`src/rtl/mips_pkg.sv`:
```
// rtl/mips_pkg.sv - shared fetch-stage types and constants
package mips_pkg;

  typedef enum logic [1:0] {
    FETCH_RUN   = 2'd0,
    FETCH_STALL = 2'd1,
    FETCH_FLUSH = 2'd2,
    FETCH_RSVD  = 2'd3
  } fetch_state_t;

  localparam logic [31:0] NOP_INSTR        = 32'h0000_0000;
  localparam logic [31:0] RESET_PC_DEFAULT = 32'h0000_0000;

  function automatic logic [31:0] align_word(input logic [31:0] addr);
    return {addr[31:2], 2'b00};
  endfunction

endpackage

```
`src/rtl/ifid_reg.sv`:
```
// rtl/ifid_reg.sv - IF/ID pipeline register with hold and flush
module ifid_reg
  import mips_pkg::*;
(
  input  logic        clk,
  input  logic        reset,
  input  logic        hold,
  input  logic        flush,
  input  logic [31:0] instr_d,
  input  logic [31:0] pcplus4_d,
  output logic [31:0] instr,
  output logic [31:0] pcplus4,
  output logic        valid
);

  // Flush beats hold; a flushed entry keeps its PC+4 so only the bubble marker changes.
  always_ff @(posedge clk) begin
    if (reset) begin
      instr   <= NOP_INSTR;
      pcplus4 <= 32'h0;
      valid   <= 1'b0;
    end else if (flush) begin
      instr   <= NOP_INSTR;
      valid   <= 1'b0;
    end else if (!hold) begin
      instr   <= instr_d;
      pcplus4 <= pcplus4_d;
      valid   <= 1'b1;
    end
  end

endmodule

```
`src/rtl/pc_fetch_unit.sv`:
```
// rtl/pc_fetch_unit.sv - program counter, fetch FSM and IF/ID loading
module pc_fetch_unit
  import mips_pkg::*;
#(
  parameter logic [31:0] RESET_PC  = RESET_PC_DEFAULT,
  parameter int          CNT_WIDTH = 32
) (
  input  logic                 Clk,
  input  logic                 Reset,
  input  logic                 Stall,
  input  logic                 Redirect,
  input  logic [31:0]          RedirectTarget,
  output logic [31:0]          IMemAddr,
  input  logic [31:0]          IMemData,
  output logic [31:0]          IFID_Instr,
  output logic [31:0]          IFID_PCPlus4,
  output logic                 IFID_Valid,
  output logic [1:0]           FetchState,
  output logic                 Misaligned,
  output logic [CNT_WIDTH-1:0] FetchCount,
  output logic [CNT_WIDTH-1:0] StallCount
);

  localparam logic [CNT_WIDTH-1:0] CNT_MAX = {CNT_WIDTH{1'b1}};
  localparam logic [CNT_WIDTH-1:0] CNT_ONE = CNT_WIDTH'(1);

  logic [31:0]  pc;
  logic [31:0]  pc_plus4;
  fetch_state_t state;

  assign pc_plus4   = pc + 32'd4;
  assign IMemAddr   = pc;
  assign FetchState = state;

  // Every branch names its next state explicitly, so the unused encoding
  // falls back into the normal flow on the following edge.
  always_ff @(posedge Clk) begin
    if (Reset) begin
      pc         <= RESET_PC;
      state      <= FETCH_RUN;
      Misaligned <= 1'b0;
      FetchCount <= '0;
      StallCount <= '0;
    end else if (Redirect) begin
      pc    <= align_word(RedirectTarget);
      state <= FETCH_FLUSH;
      if (|RedirectTarget[1:0]) Misaligned <= 1'b1;
    end else if (Stall) begin
      state <= FETCH_STALL;
      if (StallCount != CNT_MAX) StallCount <= StallCount + CNT_ONE;
    end else begin
      pc    <= pc_plus4;
      state <= FETCH_RUN;
      if (FetchCount != CNT_MAX) FetchCount <= FetchCount + CNT_ONE;
    end
  end

  ifid_reg u_ifid (
    .clk       (Clk),
    .reset     (Reset),
    .hold      (Stall),
    .flush     (Redirect),
    .instr_d   (IMemData),
    .pcplus4_d (pc_plus4),
    .instr     (IFID_Instr),
    .pcplus4   (IFID_PCPlus4),
    .valid     (IFID_Valid)
  );

endmodule

```
`config.mk`:
```
export PLATFORM = sky130hd
export DESIGN_NAME = pc_fetch_unit
export DESIGN_NICKNAME = d
export VERILOG_FILES = /design/src/rtl/mips_pkg.sv /design/src/rtl/ifid_reg.sv /design/src/rtl/pc_fetch_unit.sv
export SDC_FILE = /design/constraint.sdc
export NUM_CORES = 1
export LEC_CHECK = 0
export ABC_AREA = 1
export CORE_MARGIN = 1
export CORE_UTILIZATION = 41
export CTS_BUF_LIST = sky130_fd_sc_hd__clkbuf_8 sky130_fd_sc_hd__clkbuf_16
export DETAILED_ROUTE_END_ITERATION = 10
export MAX_ROUTING_LAYER = met4
export PLACE_DENSITY = 0.73
export SLEW_MARGIN = 5
export SYNTH_ARGS = -nofsm -noshare
export SYNTH_HDL_FRONTEND = slang
export SYNTH_SLANG_ARGS = --single-unit
```
`constraint.sdc`:
```
create_clock -name Clk -period 1.8 [get_ports Clk]
set_clock_uncertainty 0.2 [all_clocks]
set_input_delay 0.18 -clock Clk [delete_from_list [all_inputs] [get_ports Clk]]
set_output_delay 0.18 -clock Clk [all_outputs]
set_load 0.005 [all_outputs]
```
=== Word level (Yosys, flattened, before mapping) ===
Cells that the tools add are included.

* Word-level logic and storage cells: 28
* Output and inout port bits: 164
* Bits in registers: 164
* Bits of input ports: 68

* $add $sub $neg: 3
* Bitwise gates (word level): 2
* Reduce and logical (&&, ||, !) cells: 6
* Mux-type cells: 4
* Eq/ne operators: 3

{| class="wikitable"
|+ Operators by type and width
! kind !! number
|-
| $add 32x1->32 const B || 2
|-
| $mux 32 || 2
|-
| $ne 32x32->1 const B || 2
|-
| $add 32x3->32 const B || 1
|-
| $reduce_and 3->1 || 2
|-
| $reduce_and 2->1 || 2
|-
| $reduce_or 2->1 || 2
|-
| $mux 2 || 1
|-
| $ne 2x1->1 const B || 1
|-
| $not 1->1 || 2
|-
| $mux 1 || 1
|}

=== Depth between registers and ports, before layout ===
* Depth after elaboration: 3
* Gate-level depth with buffers: 11
* Mapped depth without buffers: 10

=== By module ===
From an unflattened synthesis, not the netlist that was laid out.

* Cell total of the unflattened synthesis: 1421
* Area, all modules: 8912.3 um^2

{| class="wikitable"
|+ By module, submodules not included
! module !! sequential area each (um^2) !! area each (um^2) !! instances !! cells an instance
|-
| pc_fetch_unit || 1941.9 || 6328.6 || 1 || 1074
|-
| ifid_reg || 1301.2 || 2583.7 || 1 || 347
|}

=== Worst setup path before layout ===
OpenSTA, ideal clock, no wires.

* Path type: register to register
* From: register FetchCount[0]
* To: register FetchCount[21]
* Path buffers: 1
* Data arrival time: 1.621 ns
* Library setup time: 0.132 ns
* Setup slack: -0.153 ns
* Stages on the path, launching flop included: 12
* Path through: dfxtp_1 ha_1 inv_1 nor2_2 nand2_2 nor2_4 nand2_4 nand2_4 inv_4 buf_4 nand2_1 a21oi_1

* Cells in the longest elaborated chain, start to end: 2
* Elaborated cells between the ends (all ways): 3
* Those cells by class: add/sub: 1; eq/ne: 1; reduce/logical: 1

{| class="wikitable"
|+ Ends and longest elaborated chain
! item !! line !! text
|-
| start, declared || pc_fetch_unit.sv:20 || <nowiki>output logic [CNT_WIDTH-1:0] FetchCount,</nowiki>
|-
| start signal, assigned || pc_fetch_unit.sv:54 || <nowiki>if (FetchCount != CNT_MAX) FetchCount <= FetchCount + CNT_ONE;</nowiki>
|-
| parallel branches: the longest is 2 deep, another holds $add 32x1->32 || - ||
|}

Parallel ways; which one is timed is not known.
A chain may end at the register's enable or synchronous reset.

=== Final worst setup path ===
* From: register StallCount[27]
* To: output StallCount[27]

{| class="wikitable"
|+ RTL lines
! item !! line !! text
|-
| start, declared || pc_fetch_unit.sv:21 || <nowiki>output logic [CNT_WIDTH-1:0] StallCount</nowiki>
|-
| start signal, assigned || pc_fetch_unit.sv:50 || <nowiki>if (StallCount != CNT_MAX) StallCount <= StallCount + CNT_ONE;</nowiki>
|}

No word-level cell between the ends.

==> flow_summary_export.csv <==
group,metric,value,unit
run_status,status,"completed",
grt,groute.usage.overall,27.0,%
critical_path,ff2ff_path_depth,11,
routing,drtPass1Iterations,6,
synthesis,yosysWarnings,0,
place,hpwl,20900,um
critical_path,cp_cell_sequence,"buf_4 -> clkdlybuf4s50_1",
synthesis,synth.distinct_cells,32,
worst_hold_path,hold_depth,3,
worst_hold_path,min_to,"FetchCount[19]",
grt,grt_max_degree,77,
routing,drtAntennaViolNets,0,
finish,regArea,3300,sq um
clock_network,insertion_delay,0.42,ns
place,place_area,12000,sq um
critical_path,crit_family,"buffers and inverters",
routing,drc_errors,0,
critical_path,required,1.42,ns
sta,slew-limit-headroom,56.8,%
finish,diodes,0,
finish,drive_above_1_share,21.1,%
synthesis,synthArstFlopShare,0,%
synthesis,synth_edf_count,0,
grt,grt-ovfl-total,0,
finish,fillCellCount,1733,
routing,vias,9856,
grt,antenna_found_initial,0,
critical_path,start_kind,"register",
floorplanning,die_x,145,um
critical_path,r2r-start,"StallCount[3]",
power_and_ir_drop,totalPowerFinal,0.00877,W
place,gp_congestion,0.926,
critical_path,path_class,"reg2out",
routing,routed_via_density,4.99,
clock_network,cts_hold_buf,0,
routing,wire_per_inst,14.6,um
finish,fin_util,65.8,%
critical_path,r2r_slack,0.05,ns
sta,setup-tns-final,0,ns
critical_path,cpPeakStageDelay,0.50,ns
sta,final-setup-viol-count,0,
synthesis,synth-seq-cells,160,
floorplanning,initial_core_util,41.8,%
clock_network,cts-htree-levels,4,
floorplanning,io_pins,232,
synthesis,synth-seq-area-share,38.0,%
floorplanning,die-area,21100,sq um
clock_network,cts.sinks,160,
critical_path,r2r_end,"StallCount[21]",
clock_network,root_buffer,"clkbuf_16",
synthesis,synthCells,1336,
clock_network,clk_path_buf_depth,2,
sta,fin_crit,1.76,ns
floorplanning,fp.coreArea,20200,sq um
worst_hold_path,worstHoldStart,"Reset",
finish,area_growth,57.5,%
power_and_ir_drop,power.density,661,nW/um^2
synthesis,synthesis.area,8420,sq um
routing,drt_iter0_drc,696,
worst_hold_path,worstHoldPathType,"in2reg",
clock_network,cts.reportedPaths.clkPinSlew,0.06,ns
critical_path,critPathCaptureType,"output pin",
sta,fmax,567,MHz
sta,slew_violations,0,
clock_network,cts_tree,"done",
sta,period_share,98.0,%
critical_path,cp_max_fo,5,
grt,grt_pass1_vias,9246,
floorplanning,rows,52,
sta,hold_viol,0,
critical_path,critPathArrivalTime,1.38,ns
clock_network,cts_inserted_buffers,17,
synthesis,syn-mean-instance-area,6.30,sq um
power_and_ir_drop,leakage,5.55,nW
floorplanning,chipHeight,145,um
synthesis,synth-main-ff-cell,"dfxtp_1",
routing,wl,28900,um
job,max_cap_viol_count,0,
finish,design_area,13300,sq um
place,io_buffers,227,
finish,fin_nets,1763,
grt,grt_pass1_wl,45000,um
sta,rsz0062_at_grt,"yes",
critical_path,crit_buf_inv,2,
sta,tightest_slew,0.647,ns
critical_path,cpMaxStageDelayCell,"clkdlybuf4s50_1",
finish,multi_input_area,4780,sq um
power_and_ir_drop,irDropWorstVdd,0.674,mV
## logic make-up (layout without fill, tap and decap cells)
group           count (synthesis)  in the layout  share of synthesized area (%)
other cells                     1              4                         0.0445
simple gates                  790            790                           37.9
buf+inv                       161            527                           8.13
compound gates                186            186                           11.8
xor+xnor                       35             35                           3.64
fa+ha+maj                       3              3                          0.446
flops                         160            160                           38.0
## power breakdown
part	total [W]	internal, W	switching [W]
sequential	0.00371	0.00363	0.0000756
clock	0.00408	0.00249	0.00159
combinational	0.000977	0.000515	0.000462
total	0.00877	0.00664	0.00213
## registers in the layout (all words and copies together) (netlist names)
| signal | count |
|---|---|
| FetchCount | 32 |
| StallCount | 32 |
| u_ifid.instr | 32 |
| IMemAddr | 30 |
| u_ifid.pcplus4 | 30 |
| FetchState | 2 |
| Misaligned | 1 |
| u_ifid.valid | 1 |
## cells in the mapped netlist (all sizes together) (3+ instances only)
library cell,number,area [sq um]
ha,3,37.5
nand2,530,2040
a22o,5,43.8
xnor2,12,105
xor2,23,201
a31oi,6,37.5
inv,109,412
a21oi,136,718
nor2,184,743
clkbuf,33,124
nand3,58,290
o21ai,38,190
buf,18,145
dfxtp,160,3200
nand4,14,87.6
## area by class of cell
cell class | instances | area share (%)
Sequential cell | 160 | 24.9
Inverter | 110 | 3.19
Timing Repair Buffer | 385 | 28.4
Clock inverter | 15 | 1.73
Clock buffer | 17 | 3.21
Tap cell | 270 | 2.55
Multi-Input combinational cell | 1018 | 36.0
## tightest hold or removal path, stage by stage
cell	delay, ns
buf_4	0.16
buf_12	0.18
nor2_1	0.10
## routing by layer
metal | track usage (%) | wire length [um]
met3 | 5.08 | 1780
met2 | 44.2 | 13700
met1 | 32.8 | 12500
met5 | - | 0
met4 | 10.9 | 913
## per-stage QoR
stage | hold slack [ns] | worst slack [ns] | cells
detailed placement | 0.249 | -0.0669 | 1923
CTS | 0.0221 | 0.00182 | 1961
global route | 0.0426 | -0.0996 | 1975
floorplan | 0.105 | 0.0167 | 1339
finish | 0.0374 | 0.0364 | 1975
global placement | 0.245 | -0.00826 | 1923
## worst max path at each step
stage / start / end / slack (ns) / cells after the start
floorplan: FetchCount[1] / FetchCount[1] / 0.02 / 11
global placement: Stall / IMemAddr[24] / -0.008 / 8
detailed placement: Stall / IMemAddr[19] / -0.07 / 8
CTS: FetchCount[27] / FetchCount[27] / 0.002 / 2
global route: FetchCount[7] / FetchCount[28] / -0.1 / 9
finish: StallCount[27] / StallCount[27] / 0.04 / 2
## cell usage in the layout (no fill, tap or decap), types with 21 or more instances in the layout
cell type | Yosys | routed
nand2_2 | 7 | 23
nand2_1 | 518 | 501
nor2_1 | 173 | 139
clkbuf_16 | 0 | 21
xor2_1 | 23 | 22
dlymetal6s2s_1 | 0 | 24
o21ai_0 | 36 | 30
nor2_2 | 6 | 36
clkdlybuf4s50_1 | 0 | 180
dlygate4sd2_1 | 0 | 22
nand3_1 | 58 | 58
a21oi_1 | 126 | 118
dfxtp_2 | 0 | 65
inv_1 | 104 | 105
buf_4 | 7 | 127
dfxtp_1 | 160 | 91
## what timing repair did
| action | CTS | global route |
|---|---|---|
| setup buffers | 6 | 9 |
| cloned | 0 | 5 |
| endpoints found under the setup margin | 52 | 137 |
| resized for setup | 61 | 147 |
| pin swaps | 0 | 19 |
(Power assumes the default switching activity.)
